===== config.mk =====
export PLATFORM = sky130hd
export DESIGN_NAME = serial_frame_dp2
export DESIGN_NICKNAME = d
export VERILOG_FILES = /design/src/rtl/frame_defs_pkg.sv /design/src/rtl/seq_detector.sv /design/src/rtl/serial_frame_dp2.sv
export SDC_FILE = /design/constraint.sdc
export NUM_CORES = 1
export LEC_CHECK = 0
export ABC_AREA = 1
export CAP_MARGIN = 10
export CORE_MARGIN = 3
export CORE_UTILIZATION = 52
export CTS_CLUSTER_SIZE = 40
export DETAILED_ROUTE_END_ITERATION = 7
export PLACE_DENSITY = 0.88
export RECOVER_POWER = 25
export SYNTH_ARGS = -nofsm -noshare
export SYNTH_HDL_FRONTEND = slang
export SYNTH_SLANG_ARGS = --single-unit
export TNS_END_PERCENT = 100

===== constraint.sdc =====
create_clock -name clk -period 3.92 [get_ports clk]
set_input_delay 0.588 -clock clk [delete_from_list [all_inputs] [get_ports clk]]
set_output_delay 0.588 -clock clk [all_outputs]
set_load 0.02 [all_outputs]

===== src/rtl/frame_defs_pkg.sv =====
// Shared definitions for the serial frame datapath: default frame geometry
// and the detector state encoding for the default sync pattern.
package frame_defs;

  localparam int DATA_W_DEF = 8;
  localparam int PAT_W_DEF  = 4;
  localparam logic [PAT_W_DEF-1:0] PATTERN_DEF = 4'b1101;

  // Detector state value equals the number of pattern bits currently matched.
  typedef enum logic [2:0] {
    S0 = 3'd0,
    S1 = 3'd1,
    S2 = 3'd2,
    S3 = 3'd3,
    S4 = 3'd4
  } det_state_e;

  // Register width able to hold values 0..n-1, never narrower than one bit.
  function automatic int cnt_width(input int n);
    return (n > 1) ? $clog2(n) : 1;
  endfunction

endpackage


===== src/rtl/seq_detector.sv =====
// Overlapping Moore sync-pattern detector. The state counts matched pattern
// bits; a mismatch falls back to the longest pattern prefix still matching.
module seq_detector
  import frame_defs::*;
#(
  parameter int                 PAT_W   = PAT_W_DEF,
  parameter logic [PAT_W-1:0]   PATTERN = PATTERN_DEF
) (
  input  logic clk,
  input  logic rst,
  input  logic clr,
  input  logic en,
  input  logic din,
  output logic match
);

  localparam int ST_W = cnt_width(PAT_W + 1);
  localparam logic [ST_W-1:0] ST_IDLE  = ST_W'(S0);
  localparam logic [ST_W-1:0] ST_MATCH = ST_W'(PAT_W);

  logic [ST_W-1:0] r_state;
  logic [ST_W-1:0] w_state_nxt;

  // Longest L such that the last L bits of (matched prefix, din) equal the
  // first L pattern bits. Pattern bit j (MSB first) is PATTERN[PAT_W-1-j].
  function automatic logic [ST_W-1:0] f_advance(input logic [ST_W-1:0] k,
                                                input logic            bit_in);
    logic [ST_W-1:0] best;
    logic            ok;
    int              idx;
    best = ST_IDLE;
    for (int l = 1; l <= PAT_W; l++) begin
      ok = (l <= int'(k) + 1);
      for (int j = 0; j < PAT_W; j++) begin
        if (ok && (j < l)) begin
          idx = int'(k) + 1 - l + j;
          if (idx < int'(k)) ok = (PATTERN[PAT_W-1-idx] == PATTERN[PAT_W-1-j]);
          else               ok = (bit_in == PATTERN[PAT_W-1-j]);
        end
      end
      if (ok) best = ST_W'(l);
    end
    return best;
  endfunction

  // NOTE: state registers use non-blocking assignments so every flop samples
  // pre-edge values; blocking here would create order-dependent simulation.
  always_ff @(posedge clk) begin
    if (rst) r_state <= ST_IDLE;
    else     r_state <= w_state_nxt;
  end

  // NOTE: the hold value is assigned first so no path leaves w_state_nxt
  // unassigned, which would otherwise infer a latch.
  always_comb begin
    w_state_nxt = r_state;
    if (clr)     w_state_nxt = ST_IDLE;
    else if (en) w_state_nxt = f_advance(r_state, din);
  end

  assign match = (r_state == ST_MATCH);

endmodule


===== src/rtl/serial_frame_dp2.sv =====
// Serial frame datapath: sync detector, payload shift register with up-counter,
// and a saturating down-counter. Strobes come from an external controller.
module serial_frame_dp2
  import frame_defs::*;
#(
  parameter int               PAT_W   = PAT_W_DEF,
  parameter logic [PAT_W-1:0] PATTERN = PATTERN_DEF,
  parameter int               DATA_W  = DATA_W_DEF
) (
  input  logic              clk,
  input  logic              rst,
  input  logic              serin,
  input  logic              en_det,
  input  logic              set_8,
  input  logic              en_cnt_8,
  input  logic              ld_down,
  input  logic              en_downcnt,
  output logic              out_det,
  output logic              out_cnt_8,
  output logic              out_downcnt,
  output logic [DATA_W-1:0] payload,
  output logic [DATA_W-1:0] down_val
);

  localparam int CNT_W = cnt_width(DATA_W);
  localparam logic [CNT_W-1:0] CNT_LAST = CNT_W'(DATA_W - 1);

  logic [CNT_W-1:0]  r_cnt;
  logic [DATA_W-1:0] r_payload;
  logic [DATA_W-1:0] r_down;
  logic              w_det;

  seq_detector #(
    .PAT_W   (PAT_W),
    .PATTERN (PATTERN)
  ) u_det (
    .clk   (clk),
    .rst   (rst),
    .clr   (set_8),
    .en    (en_det),
    .din   (serin),
    .match (w_det)
  );

  // Up-counter and payload shift share the set_8 > en_cnt_8 priority.
  always_ff @(posedge clk) begin
    if (rst || set_8) begin
      r_cnt     <= '0;
      r_payload <= '0;
    end else if (en_cnt_8) begin
      r_payload <= {r_payload[DATA_W-2:0], serin};
      r_cnt     <= (r_cnt == CNT_LAST) ? '0 : r_cnt + 1'b1;
    end
  end

  // Down-counter saturates at zero; a load always beats a decrement.
  always_ff @(posedge clk) begin
    if (rst)                            r_down <= '0;
    else if (ld_down)                   r_down <= r_payload;
    else if (en_downcnt && r_down != 0) r_down <= r_down - 1'b1;
  end

  assign out_det     = w_det;
  assign out_cnt_8   = (r_cnt == CNT_LAST);
  assign out_downcnt = (r_down == '0);
  assign payload     = r_payload;
  assign down_val    = r_down;

endmodule


==> results.cfg <==
[layout]
fillers = 310
drive_above_1_share = 0.0825
register_area_sq_um = 440
syn_to_final_growth_pct = 17.6
antenna_cells = 0
stdcell_area_sq_um = 2190
final_common_cell = nand2_1
multi_input_area_sq_um = 1250
final_util = 0.647
layout_common_cells = nand2_1, inv_1, ha_1
layout.nets = 327

[setup_path]
worstSetupStartpointType = flip-flop
crit_path_max_fanout = 9
worstPathArrival_ns = 3.50
r2r_setup_slack_ns = 0.66
critPathKind = flip-flop to flip-flop
end_kind = flip-flop
required_ns = 4.17

[logic_synthesis]
synth_top_area_share = 0.236
ys.warnings.count = 0
ys_seq_elements = 22
syn_area_per_cell_sq_um = 6.94
yosysTopAreaCell = dfxtp_1
yosysSeqAreaShare = 0.236
synth_nets = 304
synthDistinctLibCells = 30
synthCells = 269
synth.cell_area_sq_um = 1870
yosys-top-cells-area = dfxtp_1, ha_1, nand2_1, inv_1, a21oi_1

[clock_tree]
cts_buffer_depth = 2
hold_buffers = 0
cts-root-buf = clkbuf_4
cts_tree = yes
clk_pin_slew_ns = 0.13
insertion_delay_ns = 0.31
clock_sinks = 22
post_cts_buffers = 0
cts_htree_levels = 1
numCtsBuffers = 3
post_cts_resized = 0

[placed_design]
dp_hpwl_mm = 3.29
postPlaceCellArea_sq_um = 2140
gp_congestion = 0.917
dpl_worst_slack_ns = 0.767
numPortBuffers = 26

[timing]
clock_skew_ns = 0.00363
rsz0062_at_grt = false
max_freq_mhz = 307
hold_viol = 0
timing.final.ws_setup_ns = 0.665
setup-violations-final = 0
slew_violations = 0
fin_crit_sh = 0.830
setup_tns_ns = 0
worstMarginPinSlew_ns = 0.844
period_minus_slack_ns = 3.26
max_slew_margin = 0.437

[floorplan]
die_w_um = 65.9
start_util = 0.551
io_pins = 27
coreArea_sq_um = 3390
fp-row-count = 21
die_area_sq_um = 4340
fp.dieH_um = 65.9

[global_route]
grt_pass1_wl_mm = 7.42
grt_start_max_net_pins = 15
grt_usage = 0.213
antenna_found_initial = 0
grt_pass1_vias = 1740
overflow = 0

[routing]
dr.pass1.iters = 4
via_per_inst = 5.24
wl_per_cell_um = 12.4
wirelength_mm = 4.18
detail-route-antenna-nets = 0
drt-initial-drc-count = 88
vias = 1767
drc = 0

[flow_run]
cap_violations = 0

[pwr]
power_leakage_uw = 0.000960
p_total_uw = 1180
vdd_drop_max_mv = 0.292
power_density_nw_per_um2 = 538

[outcome]
status = complete, no violations

[min_path]
worstHoldPathType = flip-flop to flip-flop
## cells in the mapped netlist
library cell / n
nand2_2: 7
dlygate4sd1_1: 1
ha_1: 27
nand3_1: 16
xor2_1: 8
nand4_1: 5
a21oi_2: 3
nand3_2: 3
a21oi_1: 20
buf_1: 1
and2_1: 1
inv_1: 31
nor2_4: 1
a22oi_1: 4
clkbuf_1: 4
o21ai_1: 1
nand3b_1: 4
nor2_1: 13
nor3_1: 5
a31oi_1: 5
dfxtp_1: 22
nor4_4: 1
nand2_1: 73
xnor2_1: 1
inv_2: 4
a211oi_1: 2
or2_2: 1
nor3_2: 1
o21ai_0: 2
buf_4: 2
## state kept, by name, indices dropped and copies added, names as in the netlist
signal and count:
down_val 8, payload 8, r_cnt 3, u_det.r_state 3
## layout make-up
| type | instances | area share |
|---|---|---|
| clock buffer | 3 | 0.0103 |
| clock inverter | 1 | 0.0137 |
| multi-input combinational | 204 | 0.571 |
| sequential | 22 | 0.201 |
| tap | 46 | 0.0262 |
| timing repair buffer | 26 | 0.119 |
| inverter | 35 | 0.0599 |
## cells by family (layout without fill, tap and decap cells)
| group | Yosys count | in the layout | share of synthesized area |
|---|---|---|---|
| XOR/XNOR | 9 | 9 | 0.0422 |
| adder cells (fa/ha/maj) | 27 | 27 | 0.181 |
| AND/OR/NAND/NOR | 131 | 131 | 0.331 |
| buffers and inverters | 43 | 65 | 0.0932 |
| AO/OA/AOI/OAI | 37 | 37 | 0.117 |
| flip-flops | 22 | 22 | 0.236 |
## where the power goes
group          switching [uW]  leakage (uW)  total (uW)  internal [uW]
registers                38.4      0.000178         289            251
logic                     406      0.000754         715            309
clock network            73.6     0.0000279         177            103
total                     518      0.000960        1180            663
## per-stage QoR
stage                     cells  hold slack, ns
after floorplan             269           0.445
after global placement      333           0.454
after detailed placement    333           0.459
after global routing        337           0.494
after CTS                   337           0.478
final                       337           0.477
## worst paths after layout
kind,end,depth (start not counted),start
worst max register to register,u_det.r_state[0]$_SDFFE_PP0P_,18,u_det.r_state[1]$_SDFFE_PP0P_
worst max-delay path,u_det.r_state[0]$_SDFFE_PP0P_,18,u_det.r_state[1]$_SDFFE_PP0P_
worst min register to register,r_cnt[1]$_SDFFE_PP0P_,2,r_cnt[1]$_SDFFE_PP0P_
worst min-delay path,r_cnt[1]$_SDFFE_PP0P_,2,r_cnt[1]$_SDFFE_PP0P_
## per-layer routing
metal	vias to the layer above	track usage	part of all wire
li1	925	-	-
met1	799	0.261	0.46
met2	41	0.392	0.49
met3	2	0.0357	0.044
met4	0	0.0337	0.0045
met5	-	0	0
## critical path, stage by stage, from the launching register on
cell and delay (ns):
dfxtp_1 0.56, ha_1 0.39, inv_2 0.08, nand2_2 0.10
nand2_2 0.07, inv_1 0.14, ha_1 0.28, nand2_2 0.11
nand2_2 0.10, nand3_1 0.09, ha_1 0.30, nand3b_1 0.07
nor3_1 0.18, nand3_1 0.11, nand2_1 0.07, nand2_1 0.05
a31oi_1 0.25, nand2_1 0.12, a21oi_2 0.12
No activity file was read; power rests on OpenSTA's default activity.
